[config.mk]
export PLATFORM = sky130hd
export DESIGN_NAME = mul_arbiter
export DESIGN_NICKNAME = d
export VERILOG_FILES = /design/src/rtl/mul_arbiter.sv
export SDC_FILE = /design/constraint.sdc
export NUM_CORES = 1
export LEC_CHECK = 0
export ABC_AREA = 1
export CAP_MARGIN = 0
export CORE_AREA = 4 4 180 182
export DETAILED_ROUTE_END_ITERATION = 7
export DIE_AREA = 0 0 184 186
export PLACE_DENSITY = 0.66
export SYNTH_ARGS = -nofsm -noshare
export SYNTH_HDL_FRONTEND = slang
export SYNTH_SLANG_ARGS = --single-unit
export TNS_END_PERCENT = 1
[constraint.sdc]
create_clock -name clock -period 2.94 [get_ports clock]
set_input_delay 0.441 -clock clock [delete_from_list [all_inputs] [get_ports clock]]
set_output_delay 0.441 -clock clock [all_outputs]
set_load 0.05 [all_outputs]
[src/rtl/mul_arbiter.sv]
// Round-robin front end that shares one start/done multiplier among NREQ
// requesters, with a watchdog that completes a hung operation with error.
module mul_arbiter #(
  parameter int unsigned WIDTH   = 32,
  parameter int unsigned NREQ    = 4,
  parameter int unsigned TIMEOUT = 255
) (
  input  logic                    clock,
  input  logic                    reset,
  input  logic [NREQ-1:0]         req,
  input  logic [NREQ*WIDTH-1:0]   req_multiplier,
  input  logic [NREQ*WIDTH-1:0]   req_multiplicand,
  output logic [NREQ-1:0]         grant,
  output logic [NREQ-1:0]         rsp_valid,
  output logic [2*WIDTH-1:0]      rsp_data,
  output logic                    busy,
  output logic                    error,
  output logic                    mul_start,
  output logic [WIDTH-1:0]        mul_multiplier,
  output logic [WIDTH-1:0]        mul_multiplicand,
  input  logic [2*WIDTH-1:0]      mul_result,
  input  logic                    mul_done
);

  localparam int unsigned IW = $clog2(NREQ);
  localparam int unsigned CW = $clog2(TIMEOUT + 1);
  localparam logic [CW-1:0] TIMEOUT_C = CW'(TIMEOUT);
  localparam logic [IW-1:0] LAST_C    = IW'(NREQ - 1);

  typedef enum logic [1:0] {IDLE, START, WAIT, RESP} state_t;

  state_t               state_q, state_d;
  logic [IW-1:0]        owner_q, owner_d;
  logic [IW-1:0]        rr_ptr_q, rr_ptr_d;
  logic [CW-1:0]        cnt_q, cnt_d;
  logic [NREQ-1:0]      grant_q, grant_d;
  logic [NREQ-1:0]      rsp_valid_q, rsp_valid_d;
  logic [2*WIDTH-1:0]   rsp_data_q, rsp_data_d;
  logic                 busy_q, busy_d;
  logic                 error_q, error_d;
  logic                 mul_start_q, mul_start_d;
  logic [WIDTH-1:0]     mul_multiplier_q, mul_multiplier_d;
  logic [WIDTH-1:0]     mul_multiplicand_q, mul_multiplicand_d;

  logic                 pick_found;
  logic [IW-1:0]        pick_idx;
  logic [IW-1:0]        cand_idx;
  logic [IW-1:0]        rr_next;
  logic                 timeout;

  // First requesting index at or after rr_ptr, wrapping modulo NREQ.
  always_comb begin
    pick_found = 1'b0;
    pick_idx   = '0;
    cand_idx   = '0;
    for (int unsigned i = 0; i < NREQ; i++) begin
      cand_idx = IW'((32'(rr_ptr_q) + i) % NREQ);
      if (!pick_found && req[cand_idx]) begin
        pick_found = 1'b1;
        pick_idx   = cand_idx;
      end
    end
  end

  always_comb begin
    state_d            = state_q;
    owner_d            = owner_q;
    rr_ptr_d           = rr_ptr_q;
    cnt_d              = cnt_q;
    grant_d            = '0;
    rsp_valid_d        = '0;
    rsp_data_d         = rsp_data_q;
    error_d            = error_q;
    mul_start_d        = mul_start_q;
    mul_multiplier_d   = mul_multiplier_q;
    mul_multiplicand_d = mul_multiplicand_q;
    rr_next            = (owner_q == LAST_C) ? '0 : owner_q + IW'(1);
    // Saturating compare so a timeout reached on the START->WAIT edge still fires in WAIT.
    timeout            = (cnt_q >= TIMEOUT_C - CW'(1));

    case (state_q)
      IDLE: begin
        if (pick_found) begin
          state_d            = START;
          owner_d            = pick_idx;
          grant_d[pick_idx]  = 1'b1;
          mul_start_d        = 1'b1;
          cnt_d              = '0;
          mul_multiplier_d   = req_multiplier[pick_idx*WIDTH +: WIDTH];
          mul_multiplicand_d = req_multiplicand[pick_idx*WIDTH +: WIDTH];
        end
      end
      START: begin
        cnt_d = timeout ? TIMEOUT_C : cnt_q + CW'(1);
        if (!mul_done) begin
          mul_start_d = 1'b0;
          state_d     = WAIT;
        end else if (timeout) begin
          mul_start_d          = 1'b0;
          error_d              = 1'b1;
          rsp_data_d           = '0;
          rsp_valid_d[owner_q] = 1'b1;
          rr_ptr_d             = rr_next;
          state_d              = RESP;
        end
      end
      WAIT: begin
        cnt_d = timeout ? TIMEOUT_C : cnt_q + CW'(1);
        if (mul_done) begin
          rsp_data_d           = mul_result;
          rsp_valid_d[owner_q] = 1'b1;
          rr_ptr_d             = rr_next;
          state_d              = RESP;
        end else if (timeout) begin
          mul_start_d          = 1'b0;
          error_d              = 1'b1;
          rsp_data_d           = '0;
          rsp_valid_d[owner_q] = 1'b1;
          rr_ptr_d             = rr_next;
          state_d              = RESP;
        end
      end
      RESP: begin
        state_d = IDLE;
      end
      default: begin
        state_d = IDLE;
      end
    endcase

    busy_d = (state_d != IDLE);
  end

  always_ff @(posedge clock) begin
    if (!reset) begin
      state_q            <= IDLE;
      owner_q            <= '0;
      rr_ptr_q           <= '0;
      cnt_q              <= '0;
      grant_q            <= '0;
      rsp_valid_q        <= '0;
      rsp_data_q         <= '0;
      busy_q             <= 1'b0;
      error_q            <= 1'b0;
      mul_start_q        <= 1'b0;
      mul_multiplier_q   <= '0;
      mul_multiplicand_q <= '0;
    end else begin
      state_q            <= state_d;
      owner_q            <= owner_d;
      rr_ptr_q           <= rr_ptr_d;
      cnt_q              <= cnt_d;
      grant_q            <= grant_d;
      rsp_valid_q        <= rsp_valid_d;
      rsp_data_q         <= rsp_data_d;
      busy_q             <= busy_d;
      error_q            <= error_d;
      mul_start_q        <= mul_start_d;
      mul_multiplier_q   <= mul_multiplier_d;
      mul_multiplicand_q <= mul_multiplicand_d;
    end
  end

  assign grant            = grant_q;
  assign rsp_valid        = rsp_valid_q;
  assign rsp_data         = rsp_data_q;
  assign busy             = busy_q;
  assign error            = error_q;
  assign mul_start        = mul_start_q;
  assign mul_multiplier   = mul_multiplier_q;
  assign mul_multiplicand = mul_multiplicand_q;

endmodule

==> flow_results.xml, run 1 <==
<?xml version="1.0" encoding="UTF-8"?>
<metrics>
  <group name="outcome">
    <metric name="status" unit="">finished clean</metric>
  </group>
  <group name="routing">
    <metric name="remaining_drc_errors" unit="">0</metric>
    <metric name="wl_met2" unit="µm">19100</metric>
    <metric name="detail_route.wirelength.met1" unit="µm">15100</metric>
    <metric name="detail_route.vias_per_cell" unit="">4.77</metric>
    <metric name="vias" unit="">10900</metric>
    <metric name="route.met3.wl" unit="µm">4050</metric>
    <metric name="routedWlPerCell" unit="µm">17.2</metric>
    <metric name="drtIter0Drc" unit="">573</metric>
    <metric name="route.top_layer_used" unit="">met4</metric>
    <metric name="ant_nets" unit="">0</metric>
    <metric name="wirelength" unit="µm">39200</metric>
    <metric name="detailedRoute.firstPassIterationCount" unit="">5</metric>
  </group>
  <group name="critical_path">
    <metric name="path_buf_inv" unit="">6</metric>
    <metric name="setup.worst_path.end" unit="">mul_multiplier[20]</metric>
    <metric name="critical_path.reg2reg.startpoint" unit="">rr_ptr_q[0]</metric>
    <metric name="ff2ff_path_depth" unit="">13</metric>
    <metric name="crit_fanout" unit="">62</metric>
    <metric name="setup.reg_to_reg.worst_slack" unit="ns">0.48</metric>
    <metric name="critPathKind" unit="">reg -&gt; reg</metric>
    <metric name="cells_traversed_along_the_worst_timing_path" unit="">inv_4 -&gt; nand2_1 -&gt; nand3_1 -&gt; nand2_1 -&gt; inv_1 -&gt; nand3_4 -&gt; buf_12 -&gt; nand2_1 -&gt; inv_4 -&gt; buf_12 -&gt; nand3_1 -&gt; nand2_1 -&gt; inv_1</metric>
    <metric name="setup.worst_path.start_class" unit="">register</metric>
    <metric name="critical_path.reg2reg.endpoint" unit="">mul_multiplier[20]</metric>
    <metric name="worst_setup_path_end_kind" unit="">register</metric>
    <metric name="worst_path_dominant_cell_family" unit="">buffers and inverters</metric>
    <metric name="worst_path_most_repeated_cell" unit="">sky130_fd_sc_hd__nand2_1</metric>
    <metric name="crit_path_max_incr_delay" unit="ns">0.60</metric>
    <metric name="path_depth" unit="">13</metric>
    <metric name="cp_slowest_cell" unit="">sky130_fd_sc_hd__dfxtp_1</metric>
    <metric name="worst_setup_path_startpoint" unit="">rr_ptr_q[0]</metric>
    <metric name="cp_arrival" unit="ns">2.80</metric>
    <metric name="required" unit="ns">3.27</metric>
  </group>
  <group name="clock_network">
    <metric name="max-clock-path-buffers" unit="">2</metric>
    <metric name="clk_root_buffer_cell" unit="">sky130_fd_sc_hd__clkbuf_16</metric>
    <metric name="cts.sinks" unit="">153</metric>
    <metric name="cts.htree.levels" unit="">4</metric>
    <metric name="tritoncts" unit="">done</metric>
    <metric name="post_cts.repair.setup_buffers" unit="">0</metric>
    <metric name="worst_skew_late_latency" unit="ns">0.43</metric>
    <metric name="cts-buffers-inserted" unit="">17</metric>
    <metric name="path_clk_slew" unit="ns">0.07</metric>
    <metric name="postCtsResizedCells" unit="">0</metric>
    <metric name="cts_hold_bufs" unit="">0</metric>
  </group>
  <group name="sta">
    <metric name="timing.max_slew.rel_slack" unit="">0.579</metric>
    <metric name="timing_worst_slew_pin_value" unit="ns">0.629</metric>
    <metric name="timing.setup.tns" unit="ns">0</metric>
    <metric name="setup-violations-final" unit="">0</metric>
    <metric name="report.final.hold_viol_count" unit="">0</metric>
    <metric name="drv_slew" unit="">0</metric>
    <metric name="final_period_minus_worst_setup_slack" unit="ns">2.46</metric>
    <metric name="grt_setup_unrepaired" unit="">false</metric>
    <metric name="achievable-frequency" unit="GHz">0.406</metric>
    <metric name="worst_clock_skew" unit="ns">0.0107</metric>
    <metric name="ratio_of_final_minimum_period_to_clock_period" unit="">0.838</metric>
  </group>
  <group name="placed_design">
    <metric name="gp_routability_congestion" unit="">0.913</metric>
    <metric name="numPortBuffers" unit="">465</metric>
    <metric name="hpwlAfterDp" unit="µm">29300</metric>
  </group>
  <group name="grt">
    <metric name="global_route_wire_length_before_repair" unit="µm">58200</metric>
    <metric name="grt_pass1_vias" unit="">10400</metric>
    <metric name="antenna_found_initial" unit="">2</metric>
    <metric name="grt.overflow.total" unit="">0</metric>
    <metric name="globalRouteTotalUtil" unit="">0.215</metric>
    <metric name="largest_net_degree_at_the_start_of_global_routing" unit="">102</metric>
  </group>
  <group name="power">
    <metric name="power_leakage" unit="nW">6.58</metric>
    <metric name="power.density_cell_area" unit="nW/µm²">467</metric>
    <metric name="power_frac_clock" unit="">0.347</metric>
    <metric name="sw_frac_of_total" unit="">0.346</metric>
    <metric name="internal_power" unit="W">0.00444</metric>
    <metric name="power.share.sequential" unit="">0.337</metric>
    <metric name="worst_ir_drop_vdd" unit="V">0.000306</metric>
    <metric name="net-switching-power" unit="W">0.00235</metric>
    <metric name="comb_power_share" unit="">0.316</metric>
  </group>
  <group name="floorplan">
    <metric name="floorplan.initialDensity" unit="">0.291</metric>
    <metric name="dieHeight" unit="µm">186</metric>
    <metric name="ioPinCount" unit="">466</metric>
    <metric name="design.core.area" unit="µm²">30600</metric>
    <metric name="die_width" unit="µm">184</metric>
    <metric name="die_area" unit="µm²">34200</metric>
    <metric name="std_cell_rows" unit="">64</metric>
  </group>
  <group name="finish">
    <metric name="finalCoreUtilization" unit="">0.475</metric>
    <metric name="ff_latch_area" unit="µm²">3060</metric>
    <metric name="nets" unit="">2208</metric>
    <metric name="multi_input_comb_area" unit="µm²">4920</metric>
    <metric name="fillers" unit="">3078</metric>
    <metric name="layout_overhead_on_the_synthesized_area" unit="%">63.4</metric>
    <metric name="post_route_cells_drive_above_1_share" unit="">0.0456</metric>
  </group>
  <group name="logic_synthesis">
    <metric name="synthCells" unit="">1471</metric>
    <metric name="yosysWarningCount" unit="">0</metric>
    <metric name="synth_area_per_cell" unit="µm²">6.05</metric>
    <metric name="synth.ff_latch_count" unit="">153</metric>
    <metric name="yosys.cell_types.count" unit="">30</metric>
    <metric name="syn-num-nets" unit="">1807</metric>
    <metric name="netlist_area" unit="µm²">8900</metric>
    <metric name="synth_sequential_area_ratio" unit="">0.344</metric>
  </group>
  <group name="run">
    <metric name="cap_violations" unit="">0</metric>
  </group>
  <group name="min_path">
    <metric name="hp-class" unit="">reg -&gt; reg</metric>
  </group>
</metrics>
==> sequential cells by signal, summed over array words and instances, names as in the netlist <==
signal / flops
rsp_data: 64
mul_multiplicand: 32
mul_multiplier: 32
cnt_q: 8
grant: 4
rsp_valid: 4
owner_q: 2
rr_ptr_q: 2
state_q: 2
busy: 1
error: 1
mul_start: 1
==> power groups by stage <==
stage | Clock (W) | Combinational (W) | Sequential, W
4_1_cts | 0.00241 | 0.00217 | 0.00229
3_5_place_dp | 0 | 0.00216 | 0.00234
6_report | 0.00235 | 0.00215 | 0.00229
3_3_place_gp | 0 | 0.00214 | 0.00233
5_1_grt | 0.00250 | 0.00233 | 0.00230
2_1_floorplan | 0 | 0.000767 | 0.00277
==> cell usage in the layout (no fill, tap or decap), types with 15 or more instances in the layout <==
| master | count |
|---|---|
| sky130_fd_sc_hd__nand2_1 | 638 |
| sky130_fd_sc_hd__clkdlybuf4s50_1 | 465 |
| sky130_fd_sc_hd__dfxtp_1 | 153 |
| sky130_fd_sc_hd__nor2_1 | 138 |
| sky130_fd_sc_hd__nand4_1 | 130 |
| sky130_fd_sc_hd__inv_1 | 86 |
| sky130_fd_sc_hd__a21oi_1 | 82 |
| sky130_fd_sc_hd__nand3_1 | 70 |
| sky130_fd_sc_hd__clkbuf_16 | 17 |
| sky130_fd_sc_hd__buf_12 | 16 |
| sky130_fd_sc_hd__buf_4 | 15 |
==> synthesized netlist by cell type (all sizes together) <==
cell / number / share of area
xor2: 1 / 0.00098
a21oi: 82 / 0.046
xnor2: 2 / 0.0020
inv: 95 / 0.040
a31oi: 1 / 0.00070
nand4: 130 / 0.091
nand3: 74 / 0.043
clkbuf: 31 / 0.013
ha: 9 / 0.013
nor2: 139 / 0.059
nor3b: 3 / 0.0025
a22oi: 2 / 0.0017
buf: 83 / 0.055
nor3: 6 / 0.0034
o21ai: 12 / 0.0076
dfxtp: 153 / 0.34
nand2: 645 / 0.27
o31ai: 1 / 0.00084
a211oi: 1 / 0.00084
nand3b: 1 / 0.00084
==> kinds of logic after synthesis <==
| kind of cell | Yosys count | synth area share |
|---|---|---|
| AND/OR/NAND/NOR | 998 | 0.474 |
| buffers and inverters | 209 | 0.108 |
| flip-flops | 153 | 0.344 |
| AO/OA/AOI/OAI | 99 | 0.0578 |
| adder cells (fa/ha/maj) | 9 | 0.0127 |
| XOR/XNOR | 3 | 0.00295 |
==> routing by layer <==
| layer | up-vias | track usage |
|---|---|---|
| li1 | 5507 | - |
| met1 | 4922 | 0.244 |
| met2 | 412 | 0.376 |
| met3 | 46 | 0.0821 |
| met4 | 0 | 0.0642 |
| met5 | - | 0 |
==> through the flow <==
| stage | power [W] | instances | area (µm²) | hold slack (ns) | setup slack (ns) |
|---|---|---|---|---|---|
| 4_1_cts | 0.00686 | 2281 | 14500 | 0.464 | 0.474 |
| 2_1_floorplan | 0.00353 | 1471 | 8900 | 0.456 | 1.11 |
| 6_report | 0.00679 | 2282 | 14500 | 0.461 | 0.476 |
| 3_3_place_gp | 0.00447 | 2249 | 13900 | 0.447 | 0.344 |
| 5_1_grt | 0.00713 | 2282 | 14500 | 0.474 | 0.212 |
| 3_5_place_dp | 0.00449 | 2249 | 13900 | 0.453 | 0.273 |
==> final cells by class <==
class                           instances  area share
Clock buffer                           18      0.0302
Inverter                               95      0.0250
Clock inverter                         14      0.0121
Timing Repair Buffer                  496       0.350
Antenna cell                            1    0.000172
Sequential cell                       153       0.211
Tap cell                              396      0.0341
Multi-Input combinational cell       1109       0.338
==> how the worst min path moves through the flow <==
| stage | start | to | slack [ns] | cells past startpoint |
|---|---|---|---|---|
| after global routing | rsp_data[19] | rsp_data[19] | 0.47 | 2 |
| after global placement | rsp_data[19] | rsp_data[19] | 0.45 | 2 |
| after CTS | rsp_data[36] | rsp_data[36] | 0.46 | 2 |
| after detailed placement | rsp_data[19] | rsp_data[19] | 0.45 | 2 |
| final | rsp_data[36] | rsp_data[36] | 0.46 | 2 |
| after floorplan | cnt_q[7] | cnt_q[7] | 0.46 | 2 |
==> worst min-delay path: stages (launching register included) <==
cell,delay (ns)
sky130_fd_sc_hd__dfxtp_1,0.31
sky130_fd_sc_hd__nand2_1,0.06
sky130_fd_sc_hd__a21oi_1,0.05
Note: power is estimated with default switching activity, not from simulation.
==> run 2, diff against run 1 <==
--- a/config.mk
+++ b/config.mk
@@ -10,7 +10,7 @@
 export CORE_AREA = 4 4 180 182
 export DETAILED_ROUTE_END_ITERATION = 7
 export DIE_AREA = 0 0 184 186
-export PLACE_DENSITY = 0.66
+export PLACE_DENSITY = 0.68
 export SYNTH_ARGS = -nofsm -noshare
 export SYNTH_HDL_FRONTEND = slang
 export SYNTH_SLANG_ARGS = --single-unit
==> constraint.sdc (replaced) <==
create_clock -name clock -period 2.1 [get_ports clock]
set_input_delay 0.315 -clock clock [delete_from_list [all_inputs] [get_ports clock]]
set_output_delay 0.315 -clock clock [all_outputs]
set_load 0.05 [all_outputs]
==> run 2 against run 1 <==
- sequential share of layout area is 1.1 points lower
- sequential power is 39% higher
- final cell count is 2.6% higher
- clock-buffer cell count stayed put
- highest routed layer is now met5
- maximum frequency is 18% higher
- die area stayed put
- power is 41% higher
- clock power is 32% higher
- critical path depth is 2 higher
==> flow_results.xml, run 2 (same netlist as run 1, synthesis figures left out) <==
<?xml version="1.0" encoding="UTF-8"?>
<metrics>
  <group name="sta">
    <metric name="timing_worst_slew_pin_value" unit="ns">0.694</metric>
    <metric name="achievable-frequency" unit="GHz">0.479</metric>
    <metric name="report.final.hold_viol_count" unit="">0</metric>
    <metric name="drv_slew" unit="">0</metric>
    <metric name="grt_setup_unrepaired" unit="">true</metric>
    <metric name="finalWorstSetupSlack" unit="ns">0.0112</metric>
    <metric name="worst_clock_skew" unit="ns">0.0176</metric>
    <metric name="ratio_of_final_minimum_period_to_clock_period" unit="">0.995</metric>
    <metric name="timing.max_slew.rel_slack" unit="">0.539</metric>
    <metric name="final_period_minus_worst_setup_slack" unit="ns">2.09</metric>
    <metric name="setup-violations-final" unit="">0</metric>
  </group>
  <group name="grt">
    <metric name="globalRouteTotalUtil" unit="">0.219</metric>
    <metric name="largest_net_degree_at_the_start_of_global_routing" unit="">65</metric>
    <metric name="grt.overflow.total" unit="">0</metric>
    <metric name="grt_pass1_vias" unit="">10700</metric>
    <metric name="antenna_found_initial" unit="">5</metric>
    <metric name="global_route_wire_length_before_repair" unit="µm">59000</metric>
  </group>
  <group name="finish">
    <metric name="fillers" unit="">2974</metric>
    <metric name="finalCoreUtilization" unit="">0.504</metric>
    <metric name="final_design_area_no_fill" unit="µm²">15400</metric>
    <metric name="nets" unit="">2266</metric>
    <metric name="layout_overhead_on_the_synthesized_area" unit="%">73.3</metric>
    <metric name="most-common-layout-cells" unit="">sky130_fd_sc_hd__nand2_1 (619), sky130_fd_sc_hd__clkdlybuf4s50_1 (460), sky130_fd_sc_hd__dfxtp_1 (151), sky130_fd_sc_hd__nor2_1 (137), sky130_fd_sc_hd__nand4_1 (130)</metric>
    <metric name="final_common_cell" unit="">sky130_fd_sc_hd__nand2_1</metric>
    <metric name="final_cell_count_no_fill" unit="">2342</metric>
    <metric name="post_route_cells_drive_above_1_share" unit="">0.0906</metric>
    <metric name="largest_reg_flops" unit="">64</metric>
  </group>
  <group name="placed_design">
    <metric name="gp_routability_congestion" unit="">0.915</metric>
    <metric name="numPlacedInstances" unit="">2286</metric>
    <metric name="hpwlAfterDp" unit="µm">30400</metric>
    <metric name="placement.cell_area" unit="µm²">14300</metric>
    <metric name="post_place_setup_slack" unit="ns">-0.286</metric>
    <metric name="numPortBuffers" unit="">465</metric>
  </group>
  <group name="clock_network">
    <metric name="cts_hold_bufs" unit="">0</metric>
    <metric name="cts.htree.levels" unit="">4</metric>
    <metric name="tritoncts" unit="">done</metric>
    <metric name="cts.sinks" unit="">153</metric>
    <metric name="path_clk_slew" unit="ns">0.08</metric>
    <metric name="worst_skew_late_latency" unit="ns">0.44</metric>
    <metric name="max-clock-path-buffers" unit="">2</metric>
    <metric name="cts-buffers-inserted" unit="">17</metric>
    <metric name="clk_root_buffer_cell" unit="">sky130_fd_sc_hd__clkbuf_16</metric>
  </group>
  <group name="routing">
    <metric name="detailedRoute.firstPassIterationCount" unit="">5</metric>
    <metric name="ant_nets" unit="">0</metric>
    <metric name="routedWlPerCell" unit="µm">18.4</metric>
    <metric name="wirelength" unit="µm">43200</metric>
    <metric name="drtIter0Drc" unit="">733</metric>
    <metric name="vias" unit="">11500</metric>
    <metric name="remaining_drc_errors" unit="">0</metric>
    <metric name="detail_route.vias_per_cell" unit="">4.90</metric>
  </group>
  <group name="power">
    <metric name="power.density_cell_area" unit="nW/µm²">621</metric>
    <metric name="comb_power_share" unit="">0.342</metric>
    <metric name="power.share.sequential" unit="">0.333</metric>
    <metric name="sw_frac_of_total" unit="">0.360</metric>
    <metric name="fin_total_pwr" unit="W">0.00958</metric>
    <metric name="internal_power" unit="W">0.00613</metric>
    <metric name="power_leakage" unit="nW">7.02</metric>
    <metric name="worst_ir_drop_vdd" unit="V">0.000568</metric>
    <metric name="net-switching-power" unit="W">0.00345</metric>
    <metric name="power_frac_clock" unit="">0.325</metric>
  </group>
  <group name="min_path">
    <metric name="hp-start" unit="">mul_result[4]</metric>
    <metric name="hp-class" unit="">in -&gt; reg</metric>
    <metric name="holdPathStages" unit="">3</metric>
    <metric name="hold_end" unit="">rsp_data[4]</metric>
  </group>
  <group name="floorplan">
    <metric name="design.core.area" unit="µm²">30600</metric>
    <metric name="dieHeight" unit="µm">186</metric>
    <metric name="ioPinCount" unit="">466</metric>
    <metric name="die_width" unit="µm">184</metric>
    <metric name="std_cell_rows" unit="">64</metric>
    <metric name="die_area" unit="µm²">34200</metric>
    <metric name="floorplan.initialDensity" unit="">0.291</metric>
  </group>
  <group name="critical_path">
    <metric name="setup.reg_to_reg.worst_slack" unit="ns">0.01</metric>
    <metric name="cp_arrival" unit="ns">2.46</metric>
    <metric name="critical_path.reg2reg.startpoint" unit="">rr_ptr_q[0]</metric>
    <metric name="critical_path.reg2reg.endpoint" unit="">mul_multiplier[25]</metric>
    <metric name="ff2ff_path_depth" unit="">15</metric>
    <metric name="setup.worst_path.start_class" unit="">register</metric>
    <metric name="crit_fanout" unit="">11</metric>
    <metric name="critPathKind" unit="">reg -&gt; reg</metric>
    <metric name="worst_setup_path_end_kind" unit="">register</metric>
    <metric name="required" unit="ns">2.47</metric>
  </group>
  <group name="outcome">
    <metric name="status" unit="">finished clean</metric>
  </group>
  <group name="run">
    <metric name="cap_violations" unit="">0</metric>
  </group>
</metrics>
-- run 2: changes by cell type in the layout (fill, tap and decap cells not counted), sizes merged --
cell,delta
bufinv,-2
clkdlybuf4s50,-5
dlygate4sd2,+1
diode,+2
inv,+4
clkinv,-1
buf,+53
clkbuf,+8
-- run 2: layout make-up --
class	instances	area [µm²]	area share
multi-input cells	1109	5010	0.325
repair buffers	553	5880	0.381
well taps	396	495	0.0321
clock inverters	14	141	0.00917
repair inverters	1	8.76	0.000568
flip-flops and latches	153	3070	0.199
inverters	95	385	0.0250
diodes	3	7.51	0.000487
clock buffers	18	429	0.0278
-- run 2: what timing repair did --
action	in CTS	in global routing
setup endpoints to repair	76	74
setup buffers	0	7
pin swaps	0	20
gates resized for setup	4	53
cloned	0	14
-- run 2: worst max path at each step --
| stage | end | slack [ns] | start | depth (start not counted) |
|---|---|---|---|---|
| after global routing | mul_multiplicand[30] | -0.14 | rr_ptr_q[0] | 16 |
| after detailed placement | mul_multiplicand[20] | -0.29 | req[3] | 16 |
| after global placement | mul_multiplicand[20] | -0.29 | req[3] | 16 |
| after CTS | mul_multiplier[16] | 0.003 | rr_ptr_q[0] | 16 |
| final | mul_multiplier[25] | 0.01 | rr_ptr_q[0] | 15 |
| after floorplan | rsp_data[34] | 0.27 | cnt_q[0] | 11 |
-- run 2: layer usage --
| metal | part of all wire | track usage | vias to the layer above |
|---|---|---|---|
| li1 | - | - | 5622 |
| met5 | 0.00063 | 0 | - |
| met1 | 0.36 | 0.243 | 5220 |
| met2 | 0.50 | 0.393 | 560 |
| met4 | 0.027 | 0.0651 | 4 |
| met3 | 0.11 | 0.0805 | 71 |
-- run 2: stage by stage --
step | setup TNS (ns) | hold slack [ns]
2_1_floorplan | 0 | 0.453
3_3_place_gp | -15.12 | 0.447
3_5_place_dp | -19.40 | 0.453
4_1_cts | 0 | 0.405
5_1_grt | -7.40 | 0.410
6_report | 0 | 0.433
-- run 2: worst max-delay path: stages, from the launching register on --
cell	delay (ns)
sky130_fd_sc_hd__dfxtp_4	0.41
sky130_fd_sc_hd__inv_6	0.07
sky130_fd_sc_hd__nand2_2	0.09
sky130_fd_sc_hd__nand2_4	0.07
sky130_fd_sc_hd__nand2_2	0.09
sky130_fd_sc_hd__nand2_2	0.06
sky130_fd_sc_hd__nor2_4	0.14
sky130_fd_sc_hd__buf_6	0.12
sky130_fd_sc_hd__nand4_1	0.20
sky130_fd_sc_hd__nand2_8	0.23
sky130_fd_sc_hd__buf_12	0.14
sky130_fd_sc_hd__buf_8	0.16
sky130_fd_sc_hd__nand2_1	0.07
sky130_fd_sc_hd__nand3_1	0.07
sky130_fd_sc_hd__nand2_1	0.05
sky130_fd_sc_hd__inv_1	0.05
-- run 2: power groups by stage --
stage	Sequential [W]	Combinational, W	Clock [W]
after global routing	0.00322	0.00353	0.00330
after floorplan	0.00387	0.00107	0
final	0.00319	0.00328	0.00311
after detailed placement	0.00326	0.00309	0
after CTS	0.00320	0.00310	0.00320
after global placement	0.00326	0.00307	0
==> run 3, diff against run 2 <==
--- a/config.mk
+++ b/config.mk
@@ -7,10 +7,10 @@
 export LEC_CHECK = 0
 export ABC_AREA = 1
 export CAP_MARGIN = 0
-export CORE_AREA = 4 4 180 182
+export CORE_AREA = 4 4 177 179
 export DETAILED_ROUTE_END_ITERATION = 7
-export DIE_AREA = 0 0 184 186
-export PLACE_DENSITY = 0.68
+export DIE_AREA = 0 0 181 183
+export PLACE_DENSITY = 0.7
 export SYNTH_ARGS = -nofsm -noshare
 export SYNTH_HDL_FRONTEND = slang
 export SYNTH_SLANG_ARGS = --single-unit
==> run 3 against run 2 <==
- critical endpoint is now mul_multiplier[10]
- power up 2.2%
- final cell count down 0.26%
- via count down 0.26%
- setup slack better by 0.019 ns
- critical path depth up 1
- hold slack better by 0.0011 ns
- die area down 3.2%
- wire length down 0.82%
- flip-flop and latch count unchanged
- global-route usage up 1.3 points
- largest power group unchanged
- combinational power about the same
- clock power up 6%
==> flow_results.xml, run 3 (same netlist as run 1, synthesis figures left out) <==
<?xml version="1.0" encoding="UTF-8"?>
<metrics>
  <group name="placed_design">
    <metric name="placement.cell_area" unit="µm²">14300</metric>
    <metric name="numPlacedInstances" unit="">2283</metric>
    <metric name="post_place_setup_slack" unit="ns">-0.269</metric>
    <metric name="hpwlAfterDp" unit="µm">31600</metric>
    <metric name="gp_routability_congestion" unit="">0.931</metric>
    <metric name="numPortBuffers" unit="">465</metric>
  </group>
  <group name="clock_network">
    <metric name="path_clk_slew" unit="ns">0.08</metric>
    <metric name="clk_root_buffer_cell" unit="">sky130_fd_sc_hd__clkbuf_16</metric>
    <metric name="cts-buffers-inserted" unit="">17</metric>
    <metric name="cts.sinks" unit="">153</metric>
    <metric name="tritoncts" unit="">done</metric>
    <metric name="max-clock-path-buffers" unit="">2</metric>
    <metric name="cts.htree.levels" unit="">4</metric>
    <metric name="cts_hold_bufs" unit="">0</metric>
    <metric name="worst_skew_late_latency" unit="ns">0.43</metric>
  </group>
  <group name="critical_path">
    <metric name="crit_fanout" unit="">8</metric>
    <metric name="required" unit="ns">2.47</metric>
    <metric name="setup.reg_to_reg.worst_slack" unit="ns">0.03</metric>
    <metric name="setup.worst_path.start_class" unit="">register</metric>
    <metric name="worst_setup_path_end_kind" unit="">register</metric>
    <metric name="cp_arrival" unit="ns">2.44</metric>
    <metric name="critical_path.reg2reg.startpoint" unit="">rr_ptr_q[0]</metric>
    <metric name="worst_setup_path_startpoint" unit="">rr_ptr_q[0]</metric>
    <metric name="critPathKind" unit="">reg -&gt; reg</metric>
  </group>
  <group name="grt">
    <metric name="grt.overflow.total" unit="">0</metric>
    <metric name="global_route_wire_length_before_repair" unit="µm">61400</metric>
    <metric name="largest_net_degree_at_the_start_of_global_routing" unit="">53</metric>
    <metric name="globalRouteTotalUtil" unit="">0.233</metric>
    <metric name="antenna_found_initial" unit="">1</metric>
    <metric name="grt_pass1_vias" unit="">10900</metric>
  </group>
  <group name="routing">
    <metric name="ant_nets" unit="">0</metric>
    <metric name="wirelength" unit="µm">42800</metric>
    <metric name="route.met3.wl" unit="µm">4000</metric>
    <metric name="remaining_drc_errors" unit="">0</metric>
    <metric name="routedWlPerCell" unit="µm">18.3</metric>
    <metric name="drtIter0Drc" unit="">685</metric>
    <metric name="wl_met2" unit="µm">21400</metric>
    <metric name="detailedRoute.firstPassIterationCount" unit="">5</metric>
    <metric name="vias" unit="">11400</metric>
    <metric name="detail_route.vias_per_cell" unit="">4.90</metric>
    <metric name="route.top_layer_used" unit="">met4</metric>
    <metric name="detail_route.wirelength.met1" unit="µm">16200</metric>
  </group>
  <group name="power">
    <metric name="comb_power_share" unit="">0.336</metric>
    <metric name="power_leakage" unit="nW">7.08</metric>
    <metric name="power_frac_clock" unit="">0.336</metric>
    <metric name="internal_power" unit="W">0.00628</metric>
    <metric name="worst_ir_drop_vdd" unit="V">0.000476</metric>
    <metric name="power.share.sequential" unit="">0.328</metric>
    <metric name="fin_total_pwr" unit="W">0.00978</metric>
    <metric name="power.density_cell_area" unit="nW/µm²">630</metric>
    <metric name="sw_frac_of_total" unit="">0.359</metric>
    <metric name="net-switching-power" unit="W">0.00351</metric>
  </group>
  <group name="min_path">
    <metric name="hp-class" unit="">in -&gt; reg</metric>
    <metric name="hp-start" unit="">mul_result[51]</metric>
  </group>
  <group name="sta">
    <metric name="drv_slew" unit="">0</metric>
    <metric name="ratio_of_final_minimum_period_to_clock_period" unit="">0.986</metric>
    <metric name="worst_clock_skew" unit="ns">0.0176</metric>
    <metric name="grt_setup_unrepaired" unit="">true</metric>
    <metric name="achievable-frequency" unit="GHz">0.483</metric>
    <metric name="finalWorstSetupSlack" unit="ns">0.0302</metric>
    <metric name="setup-violations-final" unit="">0</metric>
    <metric name="timing_worst_slew_pin_value" unit="ns">0.593</metric>
    <metric name="final_period_minus_worst_setup_slack" unit="ns">2.07</metric>
    <metric name="report.final.hold_viol_count" unit="">0</metric>
    <metric name="timing.max_slew.rel_slack" unit="">0.603</metric>
  </group>
  <group name="finish">
    <metric name="post_route_cells_drive_above_1_share" unit="">0.108</metric>
    <metric name="final_design_area_no_fill" unit="µm²">15500</metric>
    <metric name="fillers" unit="">2891</metric>
    <metric name="most-common-layout-cells" unit="">sky130_fd_sc_hd__nand2_1 (600), sky130_fd_sc_hd__clkdlybuf4s50_1 (457), sky130_fd_sc_hd__dfxtp_1 (151), sky130_fd_sc_hd__nor2_1 (137), sky130_fd_sc_hd__nand4_1 (130)</metric>
    <metric name="final_common_cell" unit="">sky130_fd_sc_hd__nand2_1</metric>
    <metric name="final_cell_count_no_fill" unit="">2336</metric>
    <metric name="nets" unit="">2268</metric>
    <metric name="largest_reg_flops" unit="">64</metric>
    <metric name="layout_overhead_on_the_synthesized_area" unit="%">74.5</metric>
  </group>
  <group name="floorplan">
    <metric name="floorplan.initialDensity" unit="">0.301</metric>
    <metric name="design.core.area" unit="µm²">29600</metric>
    <metric name="ioPinCount" unit="">466</metric>
    <metric name="die_width" unit="µm">181</metric>
    <metric name="dieHeight" unit="µm">183</metric>
    <metric name="die_area" unit="µm²">33100</metric>
    <metric name="std_cell_rows" unit="">63</metric>
  </group>
  <group name="run">
    <metric name="cap_violations" unit="">0</metric>
  </group>
  <group name="outcome">
    <metric name="status" unit="">finished clean</metric>
  </group>
</metrics>
## run 3: cell count changes in the layout (fill, tap and decap cells not counted), moves of 2 or more
cell,change
sky130_fd_sc_hd__buf_12,-3
sky130_fd_sc_hd__inv_8,-3
sky130_fd_sc_hd__nand3_2,+8
sky130_fd_sc_hd__nand2_1,-19
sky130_fd_sc_hd__inv_6,-4
sky130_fd_sc_hd__nand2_4,+3
sky130_fd_sc_hd__clkbuf_16,+2
sky130_fd_sc_hd__clkdlybuf4s50_1,-3
sky130_fd_sc_hd__clkinvlp_4,+2
sky130_fd_sc_hd__nand3_1,-8
sky130_fd_sc_hd__buf_4,+9
sky130_fd_sc_hd__diode_2,-2
sky130_fd_sc_hd__clkinv_8,+5
sky130_fd_sc_hd__nand2_2,+17
## run 3: metal layers
layer,vias to the layer above,GRT usage
met2,522,0.415
met5,-,0
li1,5635,-
met1,5232,0.267
met4,0,0.0787
met3,58,0.0708
## run 3: power by group through the flow
stage               clock network, W  registers (W)  logic, W
finish                       0.00329        0.00320   0.00329
global route                 0.00351        0.00323   0.00355
CTS                          0.00338        0.00321   0.00312
detailed placement                 0        0.00327   0.00310
global placement                   0        0.00327   0.00309
floorplan                          0        0.00387   0.00107
## run 3: final timing paths
| path | end | cells after the start |
|---|---|---|
| setup reg to reg | mul_multiplier[10] | 16 |
| setup / recovery | mul_multiplier[10] | 16 |
| hold reg to reg | rsp_data[60] | 2 |
| hold / removal | rsp_data[51] | 3 |
## run 3: cell type report
cell class,instances,area (µm²),area share
tap,390,488,0.0314
multi-input combinational,1109,5100,0.328
clock buffer,17,425,0.0274
antenna,1,2.50,0.000161
sequential,153,3070,0.198
inverter,95,369,0.0238
clock inverter,15,203,0.0130
timing repair buffer,556,5870,0.378
## run 3: critical path: stages, from the launching register on
cell and delay (ns):
sky130_fd_sc_hd__dfxtp_4 0.37, sky130_fd_sc_hd__buf_8 0.14, sky130_fd_sc_hd__nand2_2 0.06, sky130_fd_sc_hd__nand2_2 0.07
sky130_fd_sc_hd__nand2_2 0.08, sky130_fd_sc_hd__nand2_2 0.06, sky130_fd_sc_hd__nor2_4 0.15, sky130_fd_sc_hd__nand3_4 0.17
sky130_fd_sc_hd__nand3_4 0.17, sky130_fd_sc_hd__clkbuf_16 0.21, sky130_fd_sc_hd__clkbuf_16 0.18, sky130_fd_sc_hd__nand2_2 0.06
sky130_fd_sc_hd__nand2_2 0.06, sky130_fd_sc_hd__nand2_1 0.05, sky130_fd_sc_hd__nand3_1 0.07, sky130_fd_sc_hd__nand2_1 0.05
sky130_fd_sc_hd__inv_1 0.04
## run 3: repair_timing
action	CTS	global route
resized for setup	4	69
gates cloned	0	12
pin swaps	1	33
hold endpoints to repair	0	0
setup endpoints to repair	37	75
setup buffers	0	8
## run 3: stage by stage
stage	hold WS (ns)	util	setup TNS, ns
after floorplan	0.453	-	0
after global placement	0.446	0.484	-12.67
after detailed placement	0.455	0.484	-16.17
after CTS	0.413	0.506	0
after global routing	0.425	0.525	-4.65
final	0.434	0.525	0
